**config.mk**
```make
export PLATFORM = sky130hd
export DESIGN_NAME = pi_mem_arb
export DESIGN_NICKNAME = d
export VERILOG_FILES = /design/src/rtl/pi_mem_arb.sv
export SDC_FILE = /design/constraint.sdc
export NUM_CORES = 1
export LEC_CHECK = 0
export BUFFER_PORTS_ARGS = -buffer_cell sky130_fd_sc_hd__buf_2
export CAP_MARGIN = 20
export CORE_MARGIN = 2
export CORE_UTILIZATION = 47
export DETAILED_ROUTE_END_ITERATION = 8
export PLACE_DENSITY_LB_ADDON = 0.08
export RECOVER_POWER = 25
export SLEW_MARGIN = 20
export SYNTH_ARGS = -nofsm -noshare
export SYNTH_HDL_FRONTEND = slang
export SYNTH_SLANG_ARGS = --single-unit
```
**constraint.sdc**
```tcl
create_clock -name clk -period 4.1 [get_ports clk]
set_clock_uncertainty 0.1 [all_clocks]
set_input_delay 0.82 -clock clk [delete_from_list [all_inputs] [get_ports clk]]
set_output_delay 0.82 -clock clk [all_outputs]
set_load 0.01 [all_outputs]
```
**src/rtl/pi_mem_arb.sv**
```systemverilog
`default_nettype none
// ============================================================================
// Module   : pi_mem_arb
// Purpose  : Shares one byte-wide async SRAM port between the MCU serial bus
//            (PiBus) and a host/console requester. Each grant runs a single
//            fixed-timing memory cycle: SETUP, STROBE (MEM_CYC clk), RECOV.
// Revision : 1.0 - initial release
// ----------------------------------------------------------------------------
// Ports
//   clk, rst_n        system clock, asynchronous active-low reset
//   pi_addr_i         PiBus address, [31:24] selects memory (== PI_BASE)
//   pi_dato_i         PiBus write data
//   pi_we_sync_i      1-clk PiBus write request pulse
//   pi_oe_sync_i      1-clk PiBus read request pulse
//   pi_dati_o         PiBus read data (FF on miss / after reset)
//   pi_ovf_o          sticky: a PiBus request was dropped
//   host_req_i        host request level, held until host_ack_o
//   host_we_i         host direction, 1 = write
//   host_addr_i       host byte address
//   host_wdata_i      host write data
//   host_ack_o        1-clk pulse when a host access completes
//   host_rdata_o      host read data, valid from host_ack_o
//   mem_addr_o/do_o   SRAM address / write data
//   mem_di_i          SRAM read data
//   mem_ce_o/oe_o/we_o SRAM strobes, active high
// ============================================================================
module pi_mem_arb #(
  parameter int          AW      = 21,
  parameter int          MEM_CYC = 3,
  parameter logic [7:0]  PI_BASE = 8'h00
) (
  input  logic          clk,
  input  logic          rst_n,
  input  logic [31:0]   pi_addr_i,
  input  logic [7:0]    pi_dato_i,
  input  logic          pi_we_sync_i,
  input  logic          pi_oe_sync_i,
  output logic [7:0]    pi_dati_o,
  output logic          pi_ovf_o,
  input  logic          host_req_i,
  input  logic          host_we_i,
  input  logic [AW-1:0] host_addr_i,
  input  logic [7:0]    host_wdata_i,
  output logic          host_ack_o,
  output logic [7:0]    host_rdata_o,
  output logic [AW-1:0] mem_addr_o,
  output logic [7:0]    mem_do_o,
  input  logic [7:0]    mem_di_i,
  output logic          mem_ce_o,
  output logic          mem_oe_o,
  output logic          mem_we_o
);

  typedef enum logic [1:0] {
    ST_IDLE   = 2'd0,
    ST_SETUP  = 2'd1,
    ST_STROBE = 2'd2,
    ST_RECOV  = 2'd3
  } state_t;

  state_t        state_q;
  logic [3:0]    cnt_q;
  logic          cur_pi_q;
  logic          cur_rw_q;
  logic          last_host_q;

  logic          pi_pend_q;
  logic          pi_hit_q;
  logic          pi_rw_q;
  logic [AW-1:0] pi_addr_q;
  logic [7:0]    pi_dat_q;
  logic          pi_ovf_q;
  logic [7:0]    pi_dati_q;

  logic          host_ack_q;
  logic [7:0]    host_rdata_q;
  logic [AW-1:0] mem_addr_q;
  logic [7:0]    mem_do_q;
  logic          mem_ce_q;
  logic          mem_oe_q;
  logic          mem_we_q;

  logic          pi_pulse;
  logic          pi_req;
  logic          pi_miss_clr;
  logic          pi_free;
  logic          grant_pi;
  logic          grant_host;
  logic          unused_pi_addr;

  // Bits above the memory width only participate in the hit decode.
  assign unused_pi_addr = ^pi_addr_i;

  always_comb begin
    pi_pulse    = pi_we_sync_i | pi_oe_sync_i;
    pi_req      = pi_pend_q & pi_hit_q;
    // Round robin on contention: PI wins when the host had the last grant.
    grant_pi    = (state_q == ST_IDLE) & pi_req & (~host_req_i | last_host_q);
    grant_host  = (state_q == ST_IDLE) & host_req_i & (~pi_req | ~last_host_q);
    // A miss never reaches the FSM; its slot frees one clk after capture.
    pi_miss_clr = pi_pend_q & ~pi_hit_q;
    // The slot is free if empty or being vacated in this very clk.
    pi_free     = ~pi_pend_q | grant_pi | pi_miss_clr;
  end

  always_ff @(posedge clk or negedge rst_n) begin
    if (!rst_n) begin
      state_q      <= ST_IDLE;
      cnt_q        <= '0;
      cur_pi_q     <= 1'b0;
      cur_rw_q     <= 1'b0;
      last_host_q  <= 1'b1;
      pi_pend_q    <= 1'b0;
      pi_hit_q     <= 1'b0;
      pi_rw_q      <= 1'b0;
      pi_addr_q    <= '0;
      pi_dat_q     <= '0;
      pi_ovf_q     <= 1'b0;
      pi_dati_q    <= 8'hFF;
      host_ack_q   <= 1'b0;
      host_rdata_q <= '0;
      mem_addr_q   <= '0;
      mem_do_q     <= '0;
      mem_ce_q     <= 1'b0;
      mem_oe_q     <= 1'b0;
      mem_we_q     <= 1'b0;
    end else begin
      // PiBus request slot
      if (pi_pulse) begin
        if (pi_free) begin
          pi_pend_q <= 1'b1;
          pi_hit_q  <= (pi_addr_i[31:24] == PI_BASE);
          pi_rw_q   <= pi_we_sync_i;
          pi_addr_q <= pi_addr_i[AW-1:0];
          pi_dat_q  <= pi_dato_i;
        end else begin
          pi_ovf_q  <= 1'b1;
        end
      end else if (grant_pi || pi_miss_clr) begin
        pi_pend_q <= 1'b0;
      end

      if (pi_miss_clr && !pi_rw_q) begin
        pi_dati_q <= 8'hFF;
      end

      host_ack_q <= 1'b0;

      case (state_q)
        ST_IDLE: begin
          if (grant_pi || grant_host) begin
            cur_pi_q    <= grant_pi;
            cur_rw_q    <= grant_pi ? pi_rw_q   : host_we_i;
            mem_addr_q  <= grant_pi ? pi_addr_q : host_addr_i;
            mem_do_q    <= grant_pi ? pi_dat_q  : host_wdata_i;
            mem_ce_q    <= 1'b1;
            last_host_q <= grant_host;
            state_q     <= ST_SETUP;
          end
        end
        ST_SETUP: begin
          mem_oe_q <= ~cur_rw_q;
          mem_we_q <= cur_rw_q;
          cnt_q    <= 4'(MEM_CYC - 1);
          state_q  <= ST_STROBE;
        end
        ST_STROBE: begin
          if (cnt_q == 4'd0) begin
            mem_oe_q <= 1'b0;
            mem_we_q <= 1'b0;
            // Last strobe clk: SRAM data is settled, capture it.
            if (!cur_rw_q) begin
              if (cur_pi_q) pi_dati_q    <= mem_di_i;
              else          host_rdata_q <= mem_di_i;
            end
            if (!cur_pi_q) host_ack_q <= 1'b1;
            state_q <= ST_RECOV;
          end else begin
            cnt_q <= cnt_q - 4'd1;
          end
        end
        ST_RECOV: begin
          // Address/data stay driven through this clk for write hold time.
          mem_ce_q <= 1'b0;
          state_q  <= ST_IDLE;
        end
        default: state_q <= ST_IDLE;
      endcase
    end
  end

  assign pi_dati_o    = pi_dati_q;
  assign pi_ovf_o     = pi_ovf_q;
  assign host_ack_o   = host_ack_q;
  assign host_rdata_o = host_rdata_q;
  assign mem_addr_o   = mem_addr_q;
  assign mem_do_o     = mem_do_q;
  assign mem_ce_o     = mem_ce_q;
  assign mem_oe_o     = mem_oe_q;
  assign mem_we_o     = mem_we_q;

endmodule
`default_nettype wire
```
==> results of run 1 <==
==> layout make-up <==
class,count,area share (%)
tap,108,2.66
clock buffer,9,2.44
multi-input combinational,212,34.0
timing repair buffer,134,13.3
clock inverter,7,1.94
inverter,9,0.664
sequential,91,45.0
==> path summary, 6_finish.rpt <==
path | cells after the start | slack (ns) | endpoint | startpoint
max | 2 | 1.49 | pi_addr_q[16]$_DFFE_PN0P_ | rst_n
min in group asynchronous | 1 | 0.58 | cnt_q[1]$_DFFE_PN0P_ | rst_n
min | 1 | 0.36 | host_ack_o$_DFF_PN0_ | cur_pi_q$_DFFE_PN0P_
max in group clk | 6 | 1.78 | mem_addr_o[8]$_DFFE_PN0P_ | state_q[0]$_DFFE_PN0P_
max reg2reg | 6 | 1.78 | mem_addr_o[8]$_DFFE_PN0P_ | state_q[0]$_DFFE_PN0P_
min reg2reg | 1 | 0.36 | host_ack_o$_DFF_PN0_ | cur_pi_q$_DFFE_PN0P_
==> registers in the layout (all words and copies together) (netlist names) <==
| register | count |
|---|---|
| host_ack_o | 1 |
| state_q | 2 |
| pi_pend_q | 1 |
| pi_hit_q | 1 |
| pi_ovf_o | 1 |
| pi_addr_q | 21 |
| mem_do_o | 8 |
| mem_we_o | 1 |
| mem_ce_o | 1 |
| last_host_q | 1 |
| pi_rw_q | 1 |
| pi_dat_q | 8 |
| mem_addr_o | 21 |
| cnt_q | 4 |
| cur_rw_q | 1 |
| pi_dati_o | 8 |
| cur_pi_q | 1 |
| host_rdata_o | 8 |
| mem_oe_o | 1 |
==> routing by layer <==
| metal | wire length, um | share of wire [%] |
|---|---|---|
| met1 | 4030 | 46 |
| met2 | 4180 | 47 |
| met3 | 522 | 5.9 |
| met4 | 125 | 1.4 |
| met5 | 0 | 0 |
==> synthesized netlist by cell type (2+ instances only) <==
| library cell | number |
|---|---|
| dfrtp_1 | 82 |
| mux2i_1 | 33 |
| a21oi_1 | 31 |
| a31oi_1 | 29 |
| mux2_4 | 29 |
| nand2_1 | 21 |
| clkbuf_1 | 12 |
| o21ai_0 | 12 |
| nor2_1 | 11 |
| dfstp_2 | 9 |
| inv_1 | 9 |
| mux2_2 | 9 |
| ha_1 | 6 |
| nand3_1 | 5 |
| buf_4 | 4 |
| buf_12 | 3 |
| buf_2 | 3 |
| nor4_1 | 2 |
==> cells by family after synthesis <==
group | Yosys count
flip-flops | 91
multiplexers | 71
XOR/XNOR | 1
buffers and inverters | 32
AND/OR/NAND/NOR | 51
AO/OA/AOI/OAI | 83
adder cells (fa/ha/maj) | 6
==> per-stage QoR <==
| step | util, % | hold slack [ns] | worst slack [ns] | power, W |
|---|---|---|---|---|
| after detailed placement | 55.8 | 0.358 | 1.59 | 0.00236 |
| final | 58.3 | 0.362 | 1.49 | 0.00301 |
| after global placement | 55.8 | 0.356 | 1.60 | 0.00232 |
| after floorplan | - | 0.329 | 2.21 | 0.00196 |
| after global routing | 58.3 | 0.388 | 0.880 | 0.00322 |
| after CTS | 58.4 | 0.235 | 1.77 | 0.00305 |
==> power by group through the flow <==
stage / registers (W) / logic, W / clock network (W)
after CTS: 0.00130 / 0.00104 / 0.000704
after global placement: 0.00131 / 0.00101 / 0
after detailed placement: 0.00132 / 0.00104 / 0
final: 0.00130 / 0.00102 / 0.000687
after floorplan: 0.00140 / 0.000564 / 0
after global routing: 0.00134 / 0.00114 / 0.000740
==> key figures, run 1 <==
Run status
  • Status: complete, no violations

Timing
  • Final period utilization: 63.6%
  • Setup Total Neg Slack: 0 ns
  • Final Hold Vio Count: 0
  • Slew Viols, Final: 0
  • RSZ-0062 raised after global routing: no
  • Highest Clock Rate: 383 MHz
  • Setup violators final: 0
  • Tightest Pin Transition: 1.37 ns
  • Slew headroom: 8.59%
  • Tmin final: 2.61 ns

Worst setup path
  • Critical path buffers and inverters: 2
  • Worst-path fanout max: 26
  • Slowest cell delay on critical path: 1.07 ns
  • CP top delay family: buffers and inverters
  • CP startpoint kind: input pin
  • Critical-path cell list: clkbuf_1 > clkbuf_1
  • Crit-path slowest cell: clkbuf_1
  • Most used cell along the critical path: clkbuf_1
  • Required time of the critical path: 4.24 ns
  • Crit Path Category: in2async
  • CP Capture Type: asynchronous set/reset pin
  • CP arrival: 2.75 ns

Finish
  • Commonest non-fill, non-tap cell in the layout: buf_2
  • Area occupied by multi-input gates: 1730 sq um
  • Non-Filler Instances: 570
  • Ant diodes: 0
  • Share of layout cells above drive strength 1: 44.4%
  • Fin area: 5090 sq um
  • Filler Cell Count: 755
  • Storage cell area: 2290 sq um
  • Synthesis-to-finish area growth: 20.9%
  • Nets: 546
  • Commonest cells after routing, fill and taps aside: buf_2 (128), dfrtp_1 (82), mux2i_1 (33), a21oi_1 (31)

Logic synthesis
  • Synth Flop Type: dfrtp_1
  • Ranking of synthesized cells by area: dfrtp_1 (49%), mux2_4 (10%), mux2i_1 (7.9%)
  • Synth Area in XOR/XNOR: 0.208%
  • Fraction of the mapped netlist area in simple logic gates: 6.37%
  • Largest family of logic cells by synthesized area: multiplexers
  • Cells after synthesis: 335
  • Net count after synthesis: 424
  • Post-synth ARST share: 100%
  • Synthesized area per cell: 12.6 sq um
  • Netlist cell types: 43
  • Compound-Gate Fraction of Synth Area: 12.0%
  • Synthesized area: 4210 sq um
  • Synth warn: 0
  • Proportion of synthesized area in mux cells: 20.6%
  • Number of synthesized flops with an enable pin: 0
  • Cell taking the most area after synthesis: dfrtp_1
  • Post-Synth Adder-Cell Area: 1.78%
  • Area share of the largest cell type after synthesis: 48.8%
  • Seq/Total Area, Yosys: 54.4%
  • Register bit total from synthesis: 91

Clock tree
  • CTS tree: done
  • CTS sink cnt: 91
  • Clock latency on the worst-skew pair: 0.36 ns
  • CTS-repair resized insts: 0
  • H-tree Lvls: 3
  • Clock Path Buffers: 2
  • Root Buffer: clkbuf_8
  • Post-CTS Repair Setup Buffers: 0
  • Clock transition at the registers of the reported paths: 0.09 ns
  • Hold-fix buffers, CTS: 0
  • Total CTS buffers: 9

Global routing
  • Met2 GRT Util: 31.0%
  • Top Usage Layer GRT: met2
  • Gr usage total: 19.1%
  • Gr ovfl total: 0
  • Pin count of the biggest net entering global routing: 46
  • M3 GR Usage: 5.32%
  • Number of global-route vias before repair: 3086
  • First-pass GRT wire length: 15000 um
  • Met1 Use GR: 25.0%
  • Initial antenna violation count: 0

Floorplan
  • Initial core utilization: 48.2%
  • Die Y: 98.6 um
  • # IOs: 133
  • DIE AREA: 9720 sq um
  • DIE WIDTH: 98.6 um
  • # rows: 34
  • Core area: 8720 sq um

Placed design
  • Gpl congestion: 0.746
  • Post-DP HPWL: 6080 um
  • Placed cells: 554
  • Placed cell area: 4870 sq um
  • IO buf count: 129

Flow run
  • Max Cap Violations: 0

Power and ir drop
  • Clock share of power: 22.8%
  • Pwr/cell area: 592 nW/um^2
  • Pint: 0.00197 W
  • P_sw: 0.00105 W
  • Combinational power share: 33.9%
  • Sequential power share: 43.2%
  • Switching share of power: 34.8%
  • Leak: 2.60 nW
  • Maximum vdd drop: 0.284 mV

Detailed routing
  • Initial DRT Pass Iterations: 4
  • DR WL/cell: 15.5 um
  • DR DRC count: 0
  • Starting DRT DRC Count: 77
  • Vias per cell: 5.30
  • Via count: 3019
  • Final ANT Viol Nets: 0
  • Final WL: 8860 um

Min path
  • Hold crit path type: reg2reg
Note: power is estimated with default switching activity, not from simulation.
==> run 2: changes to the inputs <==
==> constraint.sdc (replaced) <==
create_clock -name clk -period 2.7 [get_ports clk]
set_clock_uncertainty 0.1 [all_clocks]
set_input_delay 0.54 -clock clk [delete_from_list [all_inputs] [get_ports clk]]
set_output_delay 0.54 -clock clk [all_outputs]
set_load 0.01 [all_outputs]
==> key figures, run 2 (same netlist as run 1, synthesis figures left out) <==
Run status
  • Status: complete, no violations

Floorplan
  • # rows: 34
  • # IOs: 133
  • Initial core utilization: 48.2%
  • DIE AREA: 9720 sq um
  • DIE WIDTH: 98.6 um
  • Die Y: 98.6 um
  • Core area: 8720 sq um

Clock tree
  • Total CTS buffers: 9
  • CTS tree: done
  • Clock Path Buffers: 2
  • Clock latency on the worst-skew pair: 0.35 ns
  • H-tree Lvls: 3
  • Hold-fix buffers, CTS: 0
  • CTS-repair resized insts: 0
  • Clock transition at the registers of the reported paths: 0.09 ns
  • CTS sink cnt: 91
  • Root Buffer: clkbuf_8
  • Post-CTS Repair Setup Buffers: 0

Placed design
  • Post-DP HPWL: 5980 um
  • Placed cell area: 4930 sq um
  • Placed cells: 555
  • Pre-CTS setup slack: 0.568 ns
  • Gpl congestion: 0.720
  • IO buf count: 129

Worst setup path
  • Required time of the critical path: 2.82 ns
  • CP startpoint kind: register
  • Critical-path cell list: inv_1 > ha_1 > nand4_2 > buf_12 > mux2i_1 > a31oi_1
  • Crit-path slowest cell: nand4_2
  • Crit Path Category: reg2reg
  • CP top delay family: buffers and inverters
  • CP arrival: 2.25 ns
  • CP Capture Type: register
  • Slowest cell delay on critical path: 0.44 ns
  • Worst-path fanout max: 26
  • Critical path buffers and inverters: 2

Timing
  • Slew Viols, Final: 0
  • Tightest Pin Transition: 1.15 ns
  • Final Hold Vio Count: 0
  • Slew headroom: 23.3%
  • Tmin final: 2.13 ns
  • RSZ-0062 raised after global routing: no
  • Setup violators final: 0
  • Final period utilization: 78.9%
  • Highest Clock Rate: 469 MHz
  • Setup ws final: 0.570 ns
  • Setup Total Neg Slack: 0 ns

Detailed routing
  • Via count: 2960
  • Final WL: 8770 um
  • DR DRC count: 0
  • DR WL/cell: 15.4 um
  • Vias per cell: 5.18
  • Final ANT Viol Nets: 0
  • Initial DRT Pass Iterations: 4
  • Starting DRT DRC Count: 96

Finish
  • Non-Filler Instances: 571
  • Synthesis-to-finish area growth: 21.8%
  • Ant diodes: 0
  • Share of layout cells above drive strength 1: 44.5%
  • Commonest cells after routing, fill and taps aside: buf_2 (128), dfrtp_1 (82), mux2i_1 (33), a21oi_1 (31)
  • Fin area: 5120 sq um
  • Commonest non-fill, non-tap cell in the layout: buf_2
  • Nets: 547

Power and ir drop
  • Pwr/cell area: 873 nW/um^2
  • Leak: 2.62 nW
  • Maximum vdd drop: 0.365 mV

Global routing
  • Initial antenna violation count: 0
  • Number of global-route vias before repair: 2874
  • First-pass GRT wire length: 14300 um
  • Gr ovfl total: 0
  • Gr usage total: 18.4%
  • Pin count of the biggest net entering global routing: 49

Flow run
  • Max Cap Violations: 0

Min path
  • Hold crit path type: in2async
run 2: per-stage QoR:
stage / hold WS, ns / utilization [%] / total power [W]
final: 0.288 / 58.8 / 0.00447
after global routing: 0.272 / 58.8 / 0.00477
after CTS: 0.0814 / 58.8 / 0.00452
after detailed placement: 0.361 / 56.5 / 0.00357
after global placement: 0.357 / 56.5 / 0.00353
after floorplan: 0.144 / - / 0.00298
run 2: cell type report:
class	count	area, sq um
sequential	91	2290
fill	762	3600
multi-input combinational	212	1730
inverter	9	33.8
clock buffer	10	128
clock inverter	6	72.6
timing repair buffer	135	741
tap	108	135
run 2: metal layers:
metal,wire [um],global-route usage [%],vias up
met2,4050,28.4,83
li1,-,-,1457
met4,110,6.74,0
met3,567,5.53,9
met5,0,0,-
met1,4050,24.8,1411
run 2: report_power, final:
group,switching (W),internal [W],total [W]
Combinational,0.000847,0.000704,0.00155
Sequential,0.000224,0.00176,0.00198
Clock,0.000505,0.000438,0.000943
Total,0.00158,0.00290,0.00447
run 2: path summary, 6_finish.rpt:
path | from | end | slack, ns | depth (start not counted)
worst min-delay path | rst_n | cnt_q[0]$_DFFE_PN0P_ | 0.29 | 1
worst min register to register | pi_ovf_o$_DFFE_PN0P_ | pi_ovf_o$_DFFE_PN0P_ | 0.38 | 1
worst max register to register | state_q[0]$_DFFE_PN0P_ | mem_addr_o[13]$_DFFE_PN0P_ | 0.57 | 6
max in group asynchronous | rst_n | mem_addr_o[15]$_DFFE_PN0P_ | 1.38 | 2
min in group clk | mem_di_i[6] | pi_dati_o[6]$_DFF_PN1_ | 0.29 | 3
worst max-delay path | state_q[0]$_DFFE_PN0P_ | mem_addr_o[13]$_DFFE_PN0P_ | 0.57 | 6
==> run 3: changes to the inputs <==
--- a/config.mk
+++ b/config.mk
@@ -8,7 +8,7 @@
 export BUFFER_PORTS_ARGS = -buffer_cell sky130_fd_sc_hd__buf_2
 export CAP_MARGIN = 20
 export CORE_MARGIN = 2
-export CORE_UTILIZATION = 47
+export CORE_UTILIZATION = 46
 export DETAILED_ROUTE_END_ITERATION = 8
 export PLACE_DENSITY_LB_ADDON = 0.08
 export RECOVER_POWER = 25
==> constraint.sdc (replaced) <==
create_clock -name clk -period 1.85 [get_ports clk]
set_clock_uncertainty 0.1 [all_clocks]
set_input_delay 0.37 -clock clk [delete_from_list [all_inputs] [get_ports clk]]
set_output_delay 0.37 -clock clk [all_outputs]
set_load 0.01 [all_outputs]
==> key figures, run 3 (same netlist as run 1, synthesis figures left out) <==
Timing
  • Final period utilization: 99.3%
  • Highest Clock Rate: 544 MHz
  • Final Hold Vio Count: 0
  • Tightest Pin Transition: 0.586 ns
  • Setup violators final: 0
  • Slew Viols, Final: 0
  • Final hold slack: 0.140 ns
  • RSZ-0062 raised after global routing: yes
  • Slew headroom: 60.9%
  • Tmin final: 1.84 ns

Clock tree
  • Total CTS buffers: 9
  • CTS tree: done
  • Clock transition at the registers of the reported paths: 0.09 ns
  • H-tree Lvls: 3
  • Clock latency on the worst-skew pair: 0.35 ns
  • Root Buffer: clkbuf_8
  • Clock Path Buffers: 2
  • CTS sink cnt: 91

Global routing
  • First-pass GRT wire length: 15200 um
  • Pin count of the biggest net entering global routing: 63
  • Number of global-route vias before repair: 3116
  • Gr usage total: 19.2%
  • Initial antenna violation count: 0
  • Gr ovfl total: 0

Detailed routing
  • Via count: 3023
  • Vias per cell: 5.18
  • DR WL/cell: 16.0 um
  • Starting DRT DRC Count: 93
  • Final ANT Viol Nets: 0
  • Final WL: 9320 um
  • Initial DRT Pass Iterations: 4
  • DR DRC count: 0

Placed design
  • Post-DP HPWL: 6640 um
  • Gpl congestion: 0.781
  • IO buf count: 129

Worst setup path
  • Crit Path Category: reg2reg
  • CP Capture Type: register
  • Crit-path slowest cell: or3b_4
  • CP startpoint kind: register
  • R2r startpoint: cnt_q[1]$_DFFE_PN0P_
  • Critical path buffers and inverters: 1
  • Worst setup path startpoint: cnt_q[1]$_DFFE_PN0P_
  • Slowest cell delay on critical path: 0.41 ns
  • Critical-path cell list: inv_1 > ha_2 > or3b_4 > a32oi_2 > mux2_2
  • CP arrival: 1.98 ns
  • Required time of the critical path: 1.99 ns
  • Worst-path fanout max: 4
  • CP top delay family: simple AND/OR/NAND/NOR gates

Finish
  • Commonest cells after routing, fill and taps aside: buf_2 (128), dfrtp_1 (82), mux2i_1 (33), a21oi_1 (31)
  • Nets: 559
  • Synthesis-to-finish area growth: 26.0%
  • Fin util: 60.2%
  • Share of layout cells above drive strength 1: 46.7%
  • Commonest non-fill, non-tap cell in the layout: buf_2

Flow run
  • Max Cap Violations: 0

Power and ir drop
  • Leak: 2.68 nW
  • Pwr/cell area: 1270 nW/um^2
  • Maximum vdd drop: 0.558 mV
  • Total power: 0.00675 W

Min path
  • Hold_sp: mem_di_i[1]
  • Hold crit path type: in2reg

Floorplan
  • Core area: 8810 sq um
  • # IOs: 133
  • Initial core utilization: 47.8%
  • DIE WIDTH: 99.6 um
  • # rows: 34
  • Die Y: 99.6 um
  • DIE AREA: 9930 sq um

Run status
  • Status: complete, no violations
==> run 3: cell count changes in the layout (fill, tap and decap cells not counted), moves of 2 or more <==
cell	previous run	this run
ha_1	5	3
buf_12	4	8
buf_4	2	9
clkinvlp_4	3	5
==> run 3: routing by layer <==
layer	GRT usage [%]	vias up	share of wire, %
met5	0	-	0
met4	5.80	0	1.3
met3	4.92	10	6.1
met2	30.6	95	46
met1	26.1	1442	47
li1	-	1476	-
==> run 3: cell type report <==
type / instances / area, sq um
fill: 755 / 3510
timing repair buffer: 147 / 883
inverter: 9 / 33.8
clock inverter: 7 / 76.3
multi-input combinational: 212 / 1760
clock buffer: 9 / 124
antenna: 1 / 2.50
tap: 108 / 135
sequential: 91 / 2290
==> run 3: path summary, 6_finish.rpt <==
kind / to / slack [ns] / cells after the start
worst max-delay path: state_q[1]$_DFFE_PN0P_ / 0.01 / 5
worst min-delay path: pi_dati_o[1]$_DFF_PN1_ / 0.14 / 3
worst max register to register: state_q[1]$_DFFE_PN0P_ / 0.01 / 5
worst min register to register: host_ack_o$_DFF_PN0_ / 0.37 / 1
max in group asynchronous: pi_dati_o[5]$_DFF_PN1_ / 0.50 / 3
min in group asynchronous: cur_rw_q$_DFFE_PN0P_ / 0.44 / 2
==> run 3: what timing repair did <==
action	CTS	global route
setup buffers	0	1
endpoints found under the hold margin	18	0
pin swaps	0	1
gates resized for setup	2	4
hold buffers	1	0
setup endpoints to repair	20	41
==> run 3: where the power goes <==
part | leakage, nW | switching (W) | internal [W]
Combinational | 1.56 | 0.00134 | 0.00119
Sequential | 1.04 | 0.000310 | 0.00256
Clock | 0.0841 | 0.000721 | 0.000628
Total | 2.68 | 0.00237 | 0.00438
==> run 3: worst reg2reg max path, cell delays in order (launching register included) <==
cell and delay, ns:
dfrtp_1 0.40, inv_1 0.07, ha_2 0.20, or3b_4 0.41, a32oi_2 0.20, mux2_2 0.36
==> run 3: through the flow <==
stage               area (sq um)  instances  setup slack (ns)  TNS (ns)
floorplan                   4210        335             0.102         0
global placement            5050        565            0.0354         0
detailed placement          5050        565           -0.0147    -0.108
CTS                         5270        582           0.00815         0
global route                5300        583           -0.0503    -0.363
finish                      5300        584            0.0126         0
